**src/rtl/rtc_ad_write_seq_if.sv**
```systemverilog
// Handshake and multiplexed AD bus signals between the field controller, the
// write sequencer and the RTC pins. Names carry the sequencer's direction.
interface rtc_ad_write_seq_if;
    logic       i_start;
    logic [7:0] i_addr;
    logic [7:0] i_data_in;
    logic       o_busy;
    logic       o_done;
    logic       o_err;
    logic       o_cs_n;
    logic       o_rd_n;
    logic       o_wr_n;
    logic       o_ad_sel;
    logic       o_ad_oe;
    logic [7:0] o_ad_out;

    modport master (
        output i_start, i_addr, i_data_in,
        input  o_busy, o_done, o_err, o_cs_n, o_rd_n, o_wr_n,
               o_ad_sel, o_ad_oe, o_ad_out
    );

    modport slave (
        input  i_start, i_addr, i_data_in,
        output o_busy, o_done, o_err, o_cs_n, o_rd_n, o_wr_n,
               o_ad_sel, o_ad_oe, o_ad_out
    );
endinterface

```
**src/rtl/rtc_ad_write_seq.sv**
```systemverilog
// RTC register write sequencer: address cycle then data cycle on a
// multiplexed AD bus, each phase (setup/strobe/hold) T_PH clocks long.
// Optional macro RTC_BCD_CHECK_EN rejects writes whose data is not valid BCD.
module rtc_ad_write_seq #(
    parameter int unsigned T_PH  = 5,
    parameter int unsigned T_GAP = 2
) (
    input  logic              clk,
    input  logic              reset,
    rtc_ad_write_seq_if.slave bus
);
    localparam logic [7:0] PH_LAST  = 8'(T_PH - 1);
    localparam logic [7:0] GAP_LAST = 8'(T_GAP - 1);

    typedef enum logic [3:0] {
        S_IDLE, S_A_SETUP, S_A_STROBE, S_A_HOLD,
        S_D_SETUP, S_D_STROBE, S_D_HOLD, S_GAP, S_DONE
    } state_t;

    state_t     r_state;
    state_t     w_next;
    logic [7:0] r_cnt;
    logic [7:0] r_addr;
    logic [7:0] r_data;
    logic       w_ph_end;
    logic       w_can_start;
    logic       w_bad;
    logic       w_accept;

    logic       w_busy, w_done, w_cs_n, w_wr_n, w_ad_sel, w_ad_oe;
    logic [7:0] w_ad_out;
    logic       w_err;
    logic       r_busy, r_done, r_err, r_cs_n, r_wr_n, r_ad_sel, r_ad_oe;
    logic [7:0] r_ad_out;

    assign w_ph_end    = (r_cnt == PH_LAST);
    assign w_can_start = (r_state == S_IDLE) || (r_state == S_DONE);

`ifdef RTC_BCD_CHECK_EN
    logic r_bad;

    assign w_bad = (bus.i_data_in[7:4] > 4'd9) || (bus.i_data_in[3:0] > 4'd9);

    // Remember a rejected request so err pulses one clock later
    always_ff @(posedge clk) begin
        if (reset) r_bad <= 1'b0;
        else       r_bad <= w_can_start && bus.i_start && w_bad;
    end

    assign w_err = r_bad;
`else
    assign w_bad = 1'b0;
    assign w_err = 1'b0;
`endif

    assign w_accept = w_can_start && bus.i_start && !w_bad;

    // State register and phase counter; counter restarts on every state change
    always_ff @(posedge clk) begin
        if (reset) begin
            r_state <= S_IDLE;
            r_cnt   <= 8'd0;
        end else begin
            r_state <= w_next;
            if (w_next != r_state || r_state == S_IDLE) r_cnt <= 8'd0;
            else                                        r_cnt <= r_cnt + 8'd1;
        end
    end

    // Capture the request so later input changes cannot disturb the transfer
    always_ff @(posedge clk) begin
        if (reset) begin
            r_addr <= 8'h00;
            r_data <= 8'h00;
        end else if (w_accept) begin
            r_addr <= bus.i_addr;
            r_data <= bus.i_data_in;
        end
    end

    // Next state and per-state bus values
    always_comb begin
        w_next   = r_state;
        w_busy   = 1'b0;
        w_done   = 1'b0;
        w_cs_n   = 1'b1;
        w_wr_n   = 1'b1;
        w_ad_sel = 1'b1;
        w_ad_oe  = 1'b0;
        w_ad_out = 8'h00;
        case (r_state)
            S_IDLE: begin
                if (w_accept) w_next = S_A_SETUP;
            end
            S_A_SETUP: begin
                w_busy = 1'b1; w_cs_n = 1'b0; w_ad_sel = 1'b0; w_ad_oe = 1'b1; w_ad_out = r_addr;
                if (w_ph_end) w_next = S_A_STROBE;
            end
            S_A_STROBE: begin
                w_busy = 1'b1; w_cs_n = 1'b0; w_wr_n = 1'b0; w_ad_sel = 1'b0; w_ad_oe = 1'b1;
                w_ad_out = r_addr;
                if (w_ph_end) w_next = S_A_HOLD;
            end
            S_A_HOLD: begin
                w_busy = 1'b1; w_ad_sel = 1'b0; w_ad_oe = 1'b1; w_ad_out = r_addr;
                if (w_ph_end) w_next = S_D_SETUP;
            end
            S_D_SETUP: begin
                w_busy = 1'b1; w_cs_n = 1'b0; w_ad_oe = 1'b1; w_ad_out = r_data;
                if (w_ph_end) w_next = S_D_STROBE;
            end
            S_D_STROBE: begin
                w_busy = 1'b1; w_cs_n = 1'b0; w_wr_n = 1'b0; w_ad_oe = 1'b1; w_ad_out = r_data;
                if (w_ph_end) w_next = S_D_HOLD;
            end
            S_D_HOLD: begin
                w_busy = 1'b1; w_ad_oe = 1'b1; w_ad_out = r_data;
                if (w_ph_end) w_next = (T_GAP == 0) ? S_DONE : S_GAP;
            end
            S_GAP: begin
                w_busy = 1'b1;
                if (r_cnt == GAP_LAST) w_next = S_DONE;
            end
            S_DONE: begin
                w_done = 1'b1;
                w_next = w_accept ? S_A_SETUP : S_IDLE;
            end
            default: w_next = S_IDLE;
        endcase
    end

    // Output registers: pins follow the state one clock later
    always_ff @(posedge clk) begin
        if (reset) begin
            r_busy   <= 1'b0;
            r_done   <= 1'b0;
            r_err    <= 1'b0;
            r_cs_n   <= 1'b1;
            r_wr_n   <= 1'b1;
            r_ad_sel <= 1'b1;
            r_ad_oe  <= 1'b0;
            r_ad_out <= 8'h00;
        end else begin
            r_busy   <= w_busy;
            r_done   <= w_done;
            r_err    <= w_err;
            r_cs_n   <= w_cs_n;
            r_wr_n   <= w_wr_n;
            r_ad_sel <= w_ad_sel;
            r_ad_oe  <= w_ad_oe;
            r_ad_out <= w_ad_out;
        end
    end

    assign bus.o_busy   = r_busy;
    assign bus.o_done   = r_done;
    assign bus.o_err    = r_err;
    assign bus.o_cs_n   = r_cs_n;
    assign bus.o_rd_n   = 1'b1;
    assign bus.o_wr_n   = r_wr_n;
    assign bus.o_ad_sel = r_ad_sel;
    assign bus.o_ad_oe  = r_ad_oe;
    assign bus.o_ad_out = r_ad_out;
endmodule

```
**src/flat_wrapper.sv**
```systemverilog
// flat-port wrapper written by rule: the top's interface ports become plain ports
module rtc_ad_write_seq_flat 
#(
    parameter int unsigned T_PH  = 5,
    parameter int unsigned T_GAP = 2
)
  (clk, reset, bus_i_start, bus_i_addr, bus_i_data_in, bus_o_busy, bus_o_done, bus_o_err, bus_o_cs_n, bus_o_rd_n, bus_o_wr_n, bus_o_ad_sel, bus_o_ad_oe, bus_o_ad_out);
  rtc_ad_write_seq_if bus_i ();
  input  logic clk;
  input  logic reset;
  input wire logic [$bits(bus_i.i_start)-1:0] bus_i_start;
  input wire logic [$bits(bus_i.i_addr)-1:0] bus_i_addr;
  input wire logic [$bits(bus_i.i_data_in)-1:0] bus_i_data_in;
  output wire logic [$bits(bus_i.o_busy)-1:0] bus_o_busy;
  output wire logic [$bits(bus_i.o_done)-1:0] bus_o_done;
  output wire logic [$bits(bus_i.o_err)-1:0] bus_o_err;
  output wire logic [$bits(bus_i.o_cs_n)-1:0] bus_o_cs_n;
  output wire logic [$bits(bus_i.o_rd_n)-1:0] bus_o_rd_n;
  output wire logic [$bits(bus_i.o_wr_n)-1:0] bus_o_wr_n;
  output wire logic [$bits(bus_i.o_ad_sel)-1:0] bus_o_ad_sel;
  output wire logic [$bits(bus_i.o_ad_oe)-1:0] bus_o_ad_oe;
  output wire logic [$bits(bus_i.o_ad_out)-1:0] bus_o_ad_out;
  assign bus_i.i_start = bus_i_start;
  assign bus_i.i_addr = bus_i_addr;
  assign bus_i.i_data_in = bus_i_data_in;
  assign bus_o_busy = bus_i.o_busy;
  assign bus_o_done = bus_i.o_done;
  assign bus_o_err = bus_i.o_err;
  assign bus_o_cs_n = bus_i.o_cs_n;
  assign bus_o_rd_n = bus_i.o_rd_n;
  assign bus_o_wr_n = bus_i.o_wr_n;
  assign bus_o_ad_sel = bus_i.o_ad_sel;
  assign bus_o_ad_oe = bus_i.o_ad_oe;
  assign bus_o_ad_out = bus_i.o_ad_out;
  rtc_ad_write_seq #(.T_PH(T_PH), .T_GAP(T_GAP)) u_core (.clk(clk), .reset(reset), .bus(bus_i));
endmodule
```
**config.mk**
```make
export PLATFORM = sky130hd
export DESIGN_NAME = rtc_ad_write_seq_flat
export DESIGN_NICKNAME = d
export VERILOG_FILES = /design/src/rtl/rtc_ad_write_seq_if.sv /design/src/rtl/rtc_ad_write_seq.sv /design/src/flat_wrapper.sv
export SDC_FILE = /design/constraint.sdc
export NUM_CORES = 1
export LEC_CHECK = 0
export CAP_MARGIN = 5
export CORE_MARGIN = 1
export CORE_UTILIZATION = 35
export CTS_BUF_LIST = sky130_fd_sc_hd__clkbuf_8 sky130_fd_sc_hd__clkbuf_16
export DETAILED_ROUTE_END_ITERATION = 10
export PLACE_DENSITY_LB_ADDON = 0.1
export SYNTH_ARGS = -nofsm -noshare
export SYNTH_HDL_FRONTEND = slang
export SYNTH_SLANG_ARGS = --single-unit
```
**constraint.sdc**
```tcl
create_clock -name clk -period 1.7 [get_ports clk]
set_clock_uncertainty 0.05 [all_clocks]
set_input_delay 0.34 -clock clk [delete_from_list [all_inputs] [get_ports clk]]
set_output_delay 0.34 -clock clk [all_outputs]
set_load 0.05 [all_outputs]
```
==> metrics <==
Root Buffer clkbuf_8; hold depth 2; Reg clk slew, reported paths about 0.080 ns; worst setup path class reg2reg; TritonCTS clock tree built; Max VDD drop 0.399 mV; core footprint 4720 um2; Filler Cell Count 466; initial antenna violation count 0; Worst Setup Start Kind flop; setup_tns -0.850 ns; switching part of the total 0.250; Post-synth EDFFs 0; wire length per cell ~12 um; Site Rows 25; sequential fraction of the synthesis area 0.488; sw power 0.486 mW; detailed-route wire length 3760 um; Non-Filler Instances around 320; register share of total power 0.533; failing checks negative setup slack; Post-synth ARST share 0; Post-Syn Area 1720 um2; multi-input combinational cell area 827 um2; Syn Nets between 200 and 250; Crit. End Element flop; fin crit share 1.10; RD Place Congestion 0.810; largest net degree at the start of global routing 18; Main synth FF type dfxtp_1; Num CTS Buffers 5; Top Ports 35; Final HPWL DP 2670 um; setup ws final -0.170 ns; layout cells sized above 1 0.258; Reg area about 840 um2; Mean Syn Cell Area 8.97 um2; Die Span X 72.1 um; worst hold slack ~0.41 ns; Starting Density 0.365; pwr/cell area around 830 nW/um2; Hold-fix buffers, CTS 0; synth-to-layout area growth 36.3%; CP arrival 1.98 ns; Ys Warns 0; setup violators final 7; die height 72.1 um; Routed Antenna Nets 0; Total Power 1.94 mW; Worst Hold Class reg2reg; Clk pwr share 0.341; first-pass GRT wire length 6130 um; leak pwr 0.946 nW; # clock sinks 42; RSZ-0062 raised after global routing yes; max-slew violation count 0; Vias/cell around 4.7; vias in the first global route 1,370; CTS Buffer Depth 2; remaining global-route overflow 0; Comb pwr share 0.125; DR pass1 iterations 4; nets@finish 269; Residual DRC 0; Detailed Route Iter0 Violations 90; number of I/O port buffers 32; placed insts 304; post-synth cell types 44; Pint 1.45 mW; outcome complete, but fails checks; Clk Latency, worst-skew pair 0.29 ns; #FFs+latches synth 42; GRT Util Overall 0.151; R2R cell count 4; CP Max Fanout 4; Final Hold Violating Endpoints 0; max cap viols 0; Max Fclk 0.535 GHz; H-tree depth 2; antenna cell count 0; fin crit period 1.87 ns; CP required 1.81 ns; Mapped Cells approximately 190; die area 5200 um2; Via Count 1,487
[state kept, by name (all words and copies together), names as in the netlist]
register / flops
u_core.bus.o_ad_out: 8
u_core.r_addr: 8
u_core.r_cnt: 8
u_core.r_data: 8
u_core.r_state: 4
u_core.bus.o_ad_oe: 1
u_core.bus.o_ad_sel: 1
u_core.bus.o_busy: 1
u_core.bus.o_cs_n: 1
u_core.bus.o_done: 1
u_core.bus.o_wr_n: 1
[per-layer routing]
metal,GRT usage,share of wire,vias to the layer above,routed length [um]
met5,0,0,-,0
met4,0.0523,0.013,0,49
met3,0.0375,0.037,5,139
met2,0.262,0.49,24,1850
met1,0.182,0.46,691,1720
li1,-,-,767,-
[power groups by stage]
stage | Clock, mW | Sequential (mW) | Combinational (mW)
2_1_floorplan | 0 | 1.09 | 0.106
3_3_place_gp | 0 | 1.06 | 0.233
3_5_place_dp | 0 | 1.06 | 0.236
4_1_cts | 0.685 | 1.04 | 0.242
5_1_grt | 0.733 | 1.04 | 0.265
6_report | 0.663 | 1.04 | 0.243
[logic make-up (layout without fill, tap and decap cells)]
logic type	Yosys count	count (layout)	share of synthesized area
AO/OA/AOI/OAI	39	39	0.151
XOR/XNOR	6	6	0.0305
adder cells (fa/ha/maj)	3	3	0.0218
buffers and inverters	14	70	0.0538
flip-flops	42	42	0.488
other	2	2	0.00436
AND/OR/NAND/NOR	86	86	0.250
[final cells by class]
cell class | count | share of cell area
timing repair buffer | 59 | 0.208
inverter | 3 | 0.00480
tap | 67 | 0.0357
clock buffer | 6 | 0.0352
clock inverter | 2 | 0.00533
multi-input combinational | 136 | 0.352
sequential | 42 | 0.359
[per-stage QoR]
stage | area (um2) | util | worst slack [ns]
after floorplan | 1730 | - | -0.105
after global placement | 2190 | 0.464 | -0.179
after detailed placement | 2190 | 0.464 | -0.230
after CTS | 2330 | 0.492 | -0.180
after global routing | 2350 | 0.497 | -0.239
final | 2350 | 0.497 | -0.170
[cells in the final DEF, fill, tap and decap left out, types with 3 or more instances in the layout]
cell type	netlist	final
a22o_1	8	8
buf_4	3	41
nand3_1	6	6
nand2b_1	3	3
dfxtp_1	42	41
a21oi_1	19	19
clkbuf_8	2	6
nand2_1	43	43
clkdlybuf4s50_1	0	18
nor3_1	5	5
xor2_1	5	5
nor2_1	10	10
[synthesized netlist by cell type (all sizes together), types with 3 or more instances]
master / n / area [um2]
a22o: 8 / 70.1
nand3: 6 / 30.0
o21ai: 4 / 20.0
a21oi: 19 / 95.1
buf: 4 / 33.8
ha: 3 / 37.5
xor2: 5 / 43.8
nor2: 10 / 37.5
dfxtp: 42 / 841
nor3: 5 / 25.0
clkbuf: 7 / 47.5
nand2b: 3 / 18.8
nor4b: 3 / 32.5
inv: 3 / 11.3
nand2: 43 / 161
[timing repair]
action / CTS / global route
setup buffers: 2 / 1
endpoints found under the setup margin: 9 / 10
pin swaps: 1 / 1
resized for setup: 5 / 4
[worst max-delay path, cell delays in order, from the launching register on]
cell and delay (ns):
dfxtp_2 0.32, or4_4 0.53, or4_4 0.55, a41oi_4 0.20, nor3_1 0.09
[worst paths after layout]
kind                    startpoint               end  slack (ns)
setup / recovery   u_core.r_cnt[3]   u_core.r_cnt[1]       -0.17
hold / removal    u_core.r_addr[7]  u_core.r_addr[7]        0.41
setup reg to reg   u_core.r_cnt[3]   u_core.r_cnt[1]       -0.17
hold reg to reg   u_core.r_addr[7]  u_core.r_addr[7]        0.41
(Power assumes the default switching activity.)
